[src/rtl/ram_xfer_pkg.sv]
// Shared types and default sizing for the RAM-to-RAM transfer controller.
package ram_xfer_pkg;

    localparam int RX_DEPTH = 16;
    localparam int RX_WIDTH = 8;

    typedef enum logic [1:0] {
        IDLE  = 2'd0,
        XFER  = 2'd1,
        DRAIN = 2'd2,
        DONE  = 2'd3
    } xfer_state_e;

endpackage

[src/rtl/ram_xfer_wstage.sv]
// Registered write stage feeding the destination RAM's synchronous write port.
// Optional build macro XFER_CHECKSUM_EN adds a running modular sum of every
// word that is actually presented to the destination.
module ram_xfer_wstage
    import ram_xfer_pkg::*;
#(
    parameter int WIDTH = RX_WIDTH,
    parameter int AW    = $clog2(RX_DEPTH)
) (
    input  logic             clk,
    input  logic             rst,
    input  logic             cap_en,
    input  logic [AW-1:0]    cap_addr,
    input  logic [WIDTH-1:0] cap_data,
`ifdef XFER_CHECKSUM_EN
    input  logic             clr,
    output logic [WIDTH-1:0] checksum,
`endif
    output logic             wr_en,
    output logic [AW-1:0]    wr_addr,
    output logic [WIDTH-1:0] wr_data
);

    logic             valid_q, valid_d;
    logic [AW-1:0]    addr_q, addr_d;
    logic [WIDTH-1:0] data_q, data_d;

    // Capture a word when asked; address/data hold otherwise so the bus stays quiet.
    always_comb begin
        valid_d = cap_en;
        addr_d  = addr_q;
        data_d  = data_q;
        if (cap_en) begin
            addr_d = cap_addr;
            data_d = cap_data;
        end
    end

    // Stage registers; async reset kills a pending write at once.
    always_ff @(posedge clk or posedge rst) begin
        if (rst) begin
            valid_q <= 1'b0;
            addr_q  <= '0;
            data_q  <= '0;
        end else begin
            valid_q <= valid_d;
            addr_q  <= addr_d;
            data_q  <= data_d;
        end
    end

    assign wr_en   = valid_q;
    assign wr_addr = addr_q;
    assign wr_data = data_q;

`ifdef XFER_CHECKSUM_EN
    logic [WIDTH-1:0] csum_q, csum_d;

    // Sum words as they commit, so the value is final once the last write lands.
    always_comb begin
        csum_d = csum_q;
        if (clr) begin
            csum_d = '0;
        end else if (valid_q) begin
            csum_d = csum_q + data_q;
        end
    end

    // Accumulator register.
    always_ff @(posedge clk or posedge rst) begin
        if (rst) begin
            csum_q <= '0;
        end else begin
            csum_q <= csum_d;
        end
    end

    assign checksum = csum_q;
`endif

endmodule

[src/rtl/ram_xfer_ctrl.sv]
// Block copy from a source RAM (async read) to a destination RAM (sync write),
// one word per clock after a single-cycle fill of the write stage.
// Optional build macro XFER_CHECKSUM_EN exposes a checksum of the copied words.
//
// state | meaning
// IDLE  | waiting for start; read address holds its last value
// XFER  | reading source words, one per clock, into the write stage
// DRAIN | last captured word is being written
// DONE  | one-cycle completion pulse (held one extra silent cycle for len=0)
module ram_xfer_ctrl
    import ram_xfer_pkg::*;
#(
    parameter int DEPTH     = RX_DEPTH,
    parameter int WIDTH     = RX_WIDTH,
    parameter int DEPTH_LOG = $clog2(DEPTH)
) (
    input  logic                 clk,
    input  logic                 rst,
    input  logic                 start,
    input  logic [DEPTH_LOG-1:0] src_base,
    input  logic [DEPTH_LOG-1:0] dst_base,
    input  logic [DEPTH_LOG:0]   len,
    output logic                 busy,
    output logic                 done,
    output logic [DEPTH_LOG-1:0] src_addr_rd,
    input  logic [WIDTH-1:0]     src_data_rd,
    output logic                 dst_wr_en,
    output logic [DEPTH_LOG-1:0] dst_addr_wr,
`ifdef XFER_CHECKSUM_EN
    output logic [WIDTH-1:0]     checksum,
`endif
    output logic [WIDTH-1:0]     dst_data_wr
);

    xfer_state_e          state_q, state_d;
    logic [DEPTH_LOG-1:0] src_base_q, src_base_d;
    logic [DEPTH_LOG-1:0] dst_base_q, dst_base_d;
    logic [DEPTH_LOG-1:0] len_m1_q, len_m1_d;
    logic [DEPTH_LOG-1:0] rd_idx_q, rd_idx_d;
    logic                 zl_q, zl_d;
    logic                 cap_en;
    logic                 clr;
    logic [DEPTH_LOG-1:0] cap_addr;

    // Next-state, operand latching and read indexing.
    always_comb begin
        state_d    = state_q;
        src_base_d = src_base_q;
        dst_base_d = dst_base_q;
        len_m1_d   = len_m1_q;
        rd_idx_d   = rd_idx_q;
        zl_d       = zl_q;
        cap_en     = 1'b0;
        clr        = 1'b0;
        case (state_q)
            IDLE: begin
                if (start) begin
                    clr = 1'b1;
                    if (len != '0) begin
                        src_base_d = src_base;
                        dst_base_d = dst_base;
                        len_m1_d   = DEPTH_LOG'(len - 1'b1);
                        rd_idx_d   = '0;
                        state_d    = XFER;
                    end else begin
                        zl_d    = 1'b1;
                        state_d = DONE;
                    end
                end
            end
            XFER: begin
                cap_en = 1'b1;
                if (rd_idx_q == len_m1_q) begin
                    state_d = DRAIN;
                end else begin
                    rd_idx_d = rd_idx_q + DEPTH_LOG'(1);
                end
            end
            DRAIN: begin
                state_d = DONE;
            end
            DONE: begin
                // A zero-length request spends one quiet cycle here so its
                // pulse lands one cycle after acceptance, like the fill cycle.
                if (zl_q) begin
                    zl_d = 1'b0;
                end else begin
                    state_d = IDLE;
                end
            end
            default: begin
                state_d = IDLE;
            end
        endcase
    end

    // Control registers.
    always_ff @(posedge clk or posedge rst) begin
        if (rst) begin
            state_q    <= IDLE;
            src_base_q <= '0;
            dst_base_q <= '0;
            len_m1_q   <= '0;
            rd_idx_q   <= '0;
            zl_q       <= 1'b0;
        end else begin
            state_q    <= state_d;
            src_base_q <= src_base_d;
            dst_base_q <= dst_base_d;
            len_m1_q   <= len_m1_d;
            rd_idx_q   <= rd_idx_d;
            zl_q       <= zl_d;
        end
    end

    assign src_addr_rd = src_base_q + rd_idx_q;
    assign cap_addr    = dst_base_q + rd_idx_q;
    assign busy        = (state_q == XFER) || (state_q == DRAIN);
    assign done        = (state_q == DONE) && !zl_q;

    ram_xfer_wstage #(
        .WIDTH (WIDTH),
        .AW    (DEPTH_LOG)
    ) u_wstage (
        .clk      (clk),
        .rst      (rst),
        .cap_en   (cap_en),
        .cap_addr (cap_addr),
        .cap_data (src_data_rd),
`ifdef XFER_CHECKSUM_EN
        .clr      (clr),
        .checksum (checksum),
`endif
        .wr_en    (dst_wr_en),
        .wr_addr  (dst_addr_wr),
        .wr_data  (dst_data_wr)
    );

`ifndef XFER_CHECKSUM_EN
    logic unused_clr;
    assign unused_clr = clr;
`endif

endmodule

[config.mk]
export PLATFORM = sky130hd
export DESIGN_NAME = ram_xfer_ctrl
export DESIGN_NICKNAME = d
export VERILOG_FILES = /design/src/rtl/ram_xfer_pkg.sv /design/src/rtl/ram_xfer_wstage.sv /design/src/rtl/ram_xfer_ctrl.sv
export SDC_FILE = /design/constraint.sdc
export NUM_CORES = 1
export LEC_CHECK = 0
export CAP_MARGIN = 20
export CORE_UTILIZATION = 25
export CTS_CLUSTER_SIZE = 10
export DETAILED_ROUTE_END_ITERATION = 6
export PLACE_DENSITY = 0.44
export SLEW_MARGIN = 20
export SYNTH_ARGS = -nofsm -noshare
export SYNTH_HDL_FRONTEND = slang
export SYNTH_SLANG_ARGS = --single-unit
[constraint.sdc]
create_clock -name clk -period 2.63 [get_ports clk]
set_input_delay 0.263 -clock clk [delete_from_list [all_inputs] [get_ports clk]]
set_output_delay 0.263 -clock clk [all_outputs]
set_load 0.005 [all_outputs]
Word level (Yosys, flattened, before mapping)

Index checks and enable logic that the tools add are counted.

Flip-flop bits (word level): 32
Bits of input ports: 24
Logic and storage cells: 47

Add/subtract/negate cells: 4
Equal/unequal tests: 10
Muxes and demuxes: 13
Reduce and logical (&&, ||, !) cells: 11

Operators by type and width:

| kind                                                                   | number |
|---|---|
| 4-bit two-way mux                                                      | 3 |
| 2-bit != test (second input constant)                                  | 6 |
| 3-bit AND reduction                                                    | 3 |
| 4-bit adder                                                            | 2 |
| 2-bit two-way mux                                                      | 4 |
| 2-bit case mux with 4 select lines                                     | 1 |
| 4-bit case mux with 2 select lines                                     | 1 |
| 5-bit nonzero test                                                     | 1 |
| 4-bit by 1-bit adder with 4-bit output (second input constant)         | 1 |
| 2-bit equality test (second input constant)                            | 2 |
| 4-bit equality test                                                    | 1 |
| 4-bit AND reduction                                                    | 1 |
| 2-bit nonzero test                                                     | 2 |
| 4-bit by 1-bit subtractor with 4-bit output (second input constant)    | 1 |
| 1-bit two-way mux                                                      | 3 |
| 2-bit by 1-bit equality test with 1-bit output (second input constant) | 1 |
| 2-bit zero test                                                        | 1 |
| 1-bit case mux with 2 select lines                                     | 1 |
| 1-bit logical AND                                                      | 1 |
| 1-bit zero test                                                        | 1 |
| 1-bit logical OR                                                       | 1 |

Logic depth before layout (Yosys ltp)

Gate-level depths: netlist of the first run.

Depth after elaboration: 4
Depth in mapped cells: 8
Gate-level depth less buffers: 6

Cells and area by module

A second synthesis of the first run with hierarchy kept.

Cell total of the unflattened synthesis: 165
Area, all modules: 1819.2 sq um

Modules (own cells, without submodules):

| module          | times used | cells an instance | area each (sq um) |
|---|---|---|---|
| ram_xfer_ctrl   | 1          | 138               | 1306.3 |
| ram_xfer_wstage | 1          | 27                | 513.0 |

Least setup slack after synthesis of the first run

OpenSTA, ideal clock, no wires.

Path kind: register to register
From: register state_q[0]
To: register dst_base_q[3]
Setup time: 0.125 ns
Data arrival time: 1.448 ns
Required time: 2.505 ns
Slack: 1.057 ns
Stages on the path, launching flop included: 7
Path buffers: 1
Cell sequence: dfrtp_1 > inv_1 > ha_1 > buf_2 > nand2_1 > nor2_1 > mux2_2

Word-level cells in the longest chain between the ends: 2

Ends and longest elaborated chain:

| element                       | line                 | RTL |
|---|---|---|
| start, declared               | ram_xfer_ctrl.sv:35  | `xfer_state_e state_q, state_d;` |
| start signal, assigned        | ram_xfer_ctrl.sv:107 | `state_q <= state_d;` |
| 2-bit zero test               | ram_xfer_ctrl.sv:55  | `case (state_q)` |
| 3-bit AND reduction (no line) | --                   |  |
| end signal, assigned          | ram_xfer_ctrl.sv:109 | `dst_base_q <= dst_base_d;` |
| end, declared                 | ram_xfer_ctrl.sv:37  | `logic [DEPTH_LOG-1:0] dst_base_q, dst_base_d;` |

Every way passes these cells.
A chain may end at the register's enable or synchronous reset.

Final worst setup path of the first run

From: register rd_idx_q[0]
To: output port src_addr_rd[2]

Word-level cells in the longest chain between the ends: 1

Ends and longest elaborated chain:

| element                | line                 | RTL |
|---|---|---|
| start, declared        | ram_xfer_ctrl.sv:39  | `logic [DEPTH_LOG-1:0] rd_idx_q, rd_idx_d;` |
| start signal, assigned | ram_xfer_ctrl.sv:111 | `rd_idx_q <= rd_idx_d;` |
| 4-bit adder            | ram_xfer_ctrl.sv:116 | `assign src_addr_rd = src_base_q + rd_idx_q;` |
| end, declared          | ram_xfer_ctrl.sv:25  | `output logic [DEPTH_LOG-1:0] src_addr_rd,` |

Every way passes these cells.

==> metrics, run 1 <==
outcome=finished clean; commonest non-fill, non-tap cells in the layout=42 x clkdlybuf4s50_1, 32 x dfrtp_1, 24 x nand2_1; core region area=6756 µm²; met2 Usage GRT=0.1818; synthesized flop and latch total=32; depth of the most critical reg-to-reg path=6; antenna violations before repair=0; worst slew pin tran=0.4576 ns; CTS tree=yes; post-synthesis sequential area ratio=0.4588; Clock Skews=0.005072 ns; Hold-fix buffers, CTS=0; GRT busiest layer=met2; largest net degree at the start of global routing=33; cell count after synthesis=163; fin crit share=0.8980; Rows=30; post-synth cell types=36; total grt overflow=0; total CTS buffers=5; CP Capture Type=primary output; First-pass DRT Iterations=4; Pleak=1.057 nW; clk slew on worst S/H paths=0.07 ns; vias per cell=4.483; wirelength, routed=3702 µm; Setup Fix Bufs, Post-CTS=0; YS warnings=0; Syn Area/Cell=10.71 µm²; RR Endpoint=rd_idx_q[0]; Post-CTS Resized=0; Die ar.=7320 µm²; Primary FF master, synth=dfrtp_1; synthesis-to-layout area growth=36.42%; Initial Util=0.2583; Setup violations, final=0; max-cap violation count=0; met3 Use GR=0.03176; Crit Reg-Reg Startpoint=state_q[0]; crit path kind=reg2out; final routed DRC violation total=0; vias in the first global route=1281; fill count=715; routed length per instance=12.77 µm; Iteration-0 DRC Markers=31; Nets=248; Post-Syn Nets=202; most common cell after layout, fill and taps aside=clkdlybuf4s50_1; nature of the critical path startpoint=flop; DIE WIDTH=85.56 µm; share of cells above drive strength 1=0.1571; f_max=0.4234 GHz; GRT Overall Usage=0.1172; Final Hold Viols=0; H-tree depth=2; CTS max path bufs=2; Power Density=1230 nW/µm²; Inserted Diodes=0; Die Ht=85.56 µm; Critical Path AT=2.10 ns; Mapped Area=1745 µm²; Post-synth ARST share=1.000; PortBufs=42; Min-Delay Path Class=in2async; Worst-Skew Late Latency=0.28 ns; CTS Sinks=32; slew margin rel.=0.6950; number of flops mapped to enable cells by yosys=0; unrepaired setup endpoints after global routing=no; Pins Over Slew Limit=0; Final Wtd Congestion=0.7063; worst path required time=2.37 ns; r2r setup slk=0.88 ns; minimum clock period=2.362 ns; post-DP HPWL=2660 µm; first-pass GRT wire length=6555 µm; Vias=1300; Peak VDD IR=0.4328 mV; Post-Route Utilization=0.3524; critical path peak fanout=8; final setup TNS=0 ns; number of routed nets with antenna violations=0; met1 Use GR=0.1543; I/O pins=43; Root Driver=clkbuf_8
worst max-delay path, cell delays in order, from the launching register on:
cell and delay, ns:
dfrtp_1 0.50, ha_1 0.23, inv_1 0.05, fa_1 0.37, xnor2_1 0.14, clkdlybuf4s50_1 0.52
worst max-delay path by stage:
stage / cells past startpoint / endpoint / startpoint
2_1_floorplan: 6 / dst_base_q[3] / state_q[0]
3_3_place_gp: 5 / src_addr_rd[2] / rd_idx_q[0]
3_5_place_dp: 5 / src_addr_rd[2] / rd_idx_q[0]
4_1_cts: 5 / src_addr_rd[2] / rd_idx_q[0]
5_1_grt: 5 / src_addr_rd[3] / rd_idx_q[1]
6_report: 5 / src_addr_rd[2] / rd_idx_q[0]
power by group:
part	internal [W]	switching [W]
registers	0.000738	0.000189
logic	0.000870	0.000609
clock network	0.000334	0.000189
cells in the mapped netlist (3+ instances only):
cell type,n,area share
o21ai_0,5,0.014
a21oi_1,7,0.020
dfrtp_1,32,0.46
xnor2_1,10,0.050
inv_1,13,0.028
nand2_1,24,0.052
mux2_2,11,0.071
nand3_1,7,0.020
buf_2,3,0.0086
nor2_1,6,0.013
ha_1,13,0.093
routing by layer:
layer | vias up | routed length [µm]
met5 | - | 0
met4 | 0 | 65
met3 | 6 | 162
met2 | 30 | 1681
met1 | 621 | 1793
li1 | 643 | -
sequential cells by signal, indices dropped and copies added, names as in the netlist:
register	count
dst_base_q	4
len_m1_q	4
rd_idx_q	4
src_base_q	4
state_q	2
u_wstage.wr_addr	4
u_wstage.wr_data	8
u_wstage.wr_en	1
zl_q	1
final cells by class:
class,count,area [µm²],area share
multi-input cells,112,862.1,0.3621
flip-flops and latches,32,800.8,0.3363
repair buffers,45,442.9,0.1860
well taps,80,100.1,0.04204
clock buffers,7,96.34,0.04046
inverters,13,48.80,0.02049
clock inverters,1,30.03,0.01261
kinds of logic (layout without fill, tap and decap cells):
kind of cell,after synthesis,in the layout,share of synthesized area
adders and majority gates,15,15,0.1161
xor gates and xnor gates,12,12,0.06452
muxes,13,13,0.08244
AOI/OAI and AO/OA,25,25,0.09605
DFF,32,32,0.4588
and+or+nand+nor,47,47,0.1348
buffers and inverters,19,66,0.04731
through the flow:
stage / hold slack [ns] / cells / worst slack [ns] / total power [W] / area (µm²)
2_1_floorplan: 0.3684 / 163 / 1.057 / 0.001817 / 1745
3_3_place_gp: 0.4662 / 282 / 0.5594 / 0.002446 / 2255
3_5_place_dp: 0.4696 / 282 / 0.5478 / 0.002449 / 2255
4_1_cts: 0.3902 / 290 / 0.2237 / 0.002996 / 2381
5_1_grt: 0.4020 / 290 / 0.1478 / 0.003203 / 2381
6_report: 0.3686 / 290 / 0.2683 / 0.002930 / 2381
No activity file was read; power rests on OpenSTA's default activity.
==> run 2: changes to the inputs <==
--- a/config.mk
+++ b/config.mk
@@ -9,8 +9,10 @@
 export CORE_UTILIZATION = 25
 export CTS_CLUSTER_SIZE = 10
 export DETAILED_ROUTE_END_ITERATION = 6
-export PLACE_DENSITY = 0.44
+export PLACE_DENSITY = 0.52
+export SETUP_SLACK_MARGIN = 0.2
 export SLEW_MARGIN = 20
 export SYNTH_ARGS = -nofsm -noshare
 export SYNTH_HDL_FRONTEND = slang
+export SYNTH_HIERARCHICAL = 1
 export SYNTH_SLANG_ARGS = --single-unit
==> metrics, run 2 <==
YS warnings=6 (+6); Top Metal Used=met4; core region area=6907 µm² (+2.2%); Rows=30 (unchanged); crit path kind=reg2out; final setup TNS=0 ns (unchanged); largest net degree at the start of global routing=20 (-39%); WHS=0.3337 ns (-0.03488 ns); antenna violations before repair=0 (unchanged); Pwr Total=0.002911 W (-0.63%); worst path required time=2.37 ns (about the same); Primary FF master, synth=dfrtp_1; f_max=0.4355 GHz (+2.9%); Post-Synth XOR/XNOR Area=0.07221 (+0.007698); Clock Skews=0.006784 ns (+0.001712 ns); GRT Overall Usage=0.1059 (-0.01129); Pleak=1.105 nW (+4.6%); CTS max path bufs=2 (unchanged); Post-Route Utilization=0.3531 (+0.0006730); cell count after synthesis=165 (+1.2%); nature of the critical path startpoint=flop; synthesis-to-layout area growth=34.04%; First-pass DRT Iterations=4 (unchanged); WL met3=203 µm (+25%); Post-CTS Resized=0 (unchanged); I/O pins=43 (unchanged); Vias=1287 (-1.0%); Setup Fix Bufs, Post-CTS=0 (unchanged); Worst-Skew Late Latency=0.28 ns (about the same); post-DP HPWL=2646 µm (-0.53%); synthesized flop and latch total=32 (unchanged); number of flops mapped to enable cells by yosys=0 (unchanged); Final Wtd Congestion=0.7732 (+9.5%); Die Ht=87.31 µm (+2.0%); Final Hold Viols=0 (unchanged); outcome=finished clean; Commonest cells post-synth=32 x dfrtp_1, 25 x nand2_1, 15 x inv_1; most common cell after layout, fill and taps aside=clkdlybuf4s50_1; Peak VDD IR=0.3121 mV (-28%); Die ar.=7622 µm² (+4.1%); Iteration-0 DRC Markers=41 (+32%); post-synthesis compound-gate area fraction=0.06396 (-0.03210); PortBufs=42 (unchanged); Met1 Wirelength=1737 µm (-3.1%); fin crit share=0.8730 (-0.02495); Inserted Diodes=0 (unchanged); clk slew on worst S/H paths=0.07 ns (about the same); post-synth cell types=38 (+5.6%); Pins Over Slew Limit=0 (unchanged); Synth Area in Adders=0.1114 (-0.004712); Simple-Gate Fraction of Synth Area=0.1506 (+0.01585); Power Density=1194 nW/µm² (-3.0%); CTS tree=yes; H-tree depth=2 (unchanged); DIE WIDTH=87.31 µm (+2.0%); wirelength, routed=3539 µm (-4.4%); max reg flops=8 (unchanged); Post-Syn Nets=204 (+0.99%); total CTS buffers=5 (unchanged); minimum clock period=2.296 ns (-0.06561 ns); max-cap violation count=0 (unchanged); Nets=250 (+0.81%); top-count cell post-synth=dfrtp_1; final routed DRC violation total=0 (unchanged); total grt overflow=0 (unchanged); Critical Path AT=2.03 ns (-0.07 ns); design area=2439 µm² (+2.4%); unrepaired setup endpoints after global routing=no; slew margin rel.=0.5041 (-0.1909); Syn Area/Cell=11.03 µm² (+3.0%); DR WL met2=1557 µm (-7.4%); mux share of post-synthesis cell area=0.1114 (+0.02898); commonest non-fill, non-tap cells in the layout=42 x clkdlybuf4s50_1, 30 x dfrtp_1, 25 x nand2_1; Initial Util=0.2634 (+0.005072); largest family of logic cells by synthesized area=simple AND/OR/NAND/NOR gates; CTS Sinks=32 (unchanged); worst slew pin tran=0.7430 ns (+0.2855 ns); Root Driver=clkbuf_8; share of cells above drive strength 1=0.1422 (-0.01496); number of routed nets with antenna violations=0 (unchanged); Min-Delay Path Class=in2async; critical path peak fanout=8 (unchanged); ranking of synthesized cells by area=dfrtp_1 44%, ha_1 8.9%, mux2_4 8.3%, nand2_1 5.2%, xnor2_1 3.9%; area share of the largest cell type after synthesis=0.4402 (-0.01862); Hold-fix buffers, CTS=0 (unchanged); post-synthesis sequential area ratio=0.4402 (-0.01862); Post-synth ARST share=1.000 (unchanged); CP Capture Type=primary output; Setup violations, final=0 (unchanged); vias in the first global route=1348 (+5.2%); Mapped Area=1819 µm² (+4.2%); routed length per instance=11.53 µm (-9.7%); vias per cell=4.192 (-6.5%); first-pass GRT wire length=6265 µm (-4.4%); area leader, netlist=dfrtp_1; depth of the most critical reg-to-reg path=4 (-2); Placed Area=2340 µm² (+3.8%)
==> run 2: worst max-delay path, stage by stage, from the launching register on <==
cell and delay [ns]:
dfrtp_2 0.47, ha_1 0.28, a21o_1 0.17, a21oi_1 0.19, xnor2_1 0.14, clkdlybuf4s50_1 0.51
==> run 2: area by class of cell <==
class                      instances  area, µm²
timing repair buffer              44      435.4
clock buffer                       7      96.34
inverter                          15      56.30
multi-input combinational        113      927.1
sequential                        32      803.3
tap                               96      120.1
fill                             731       4468
==> run 2: power breakdown <==
group          internal, W  switching [W]  leakage (nW)
Clock             0.000233       0.000174        0.0503
Combinational     0.000941       0.000627         0.671
Sequential        0.000739       0.000197         0.384
Total              0.00191       0.000998          1.11
==> run 2: path summary, 6_finish.rpt <==
kind / startpoint / endpoint / slack (ns)
setup / recovery: rd_idx_q[1] / src_addr_rd[3] / 0.33
hold / removal: rst / u_wstage/wr_addr[0] / 0.33
setup reg to reg: state_q[1] / u_wstage/wr_data[3] / 0.77
hold reg to reg: dst_base_q[0] / dst_base_q[0] / 0.48
max in group asynchronous: rst / rd_idx_q[0] / 1.67
min in group clk: dst_base_q[0] / dst_base_q[0] / 0.48
==> run 2: logic make-up (layout without fill, tap and decap cells) <==
family | Yosys count | in the layout
adder cells (fa/ha/maj) | 15 | 15
AO/OA/AOI/OAI | 18 | 18
buffers and inverters | 20 | 66
XOR/XNOR | 12 | 12
AND/OR/NAND/NOR | 53 | 53
multiplexers | 15 | 15
flip-flops | 32 | 32
==> run 2: routing by layer <==
layer | GRT usage | up-vias
li1 | - | 644
met1 | 0.1347 | 603
met5 | 0 | -
met3 | 0.03128 | 5
met2 | 0.1662 | 35
met4 | 0.04620 | 0
==> run 2: metrics by stage <==
stage,setup WS [ns],cells
floorplan,1.062,165
global placement,0.5932,300
detailed placement,0.5655,300
CTS,0.2582,307
global route,0.2006,307
finish,0.3339,307
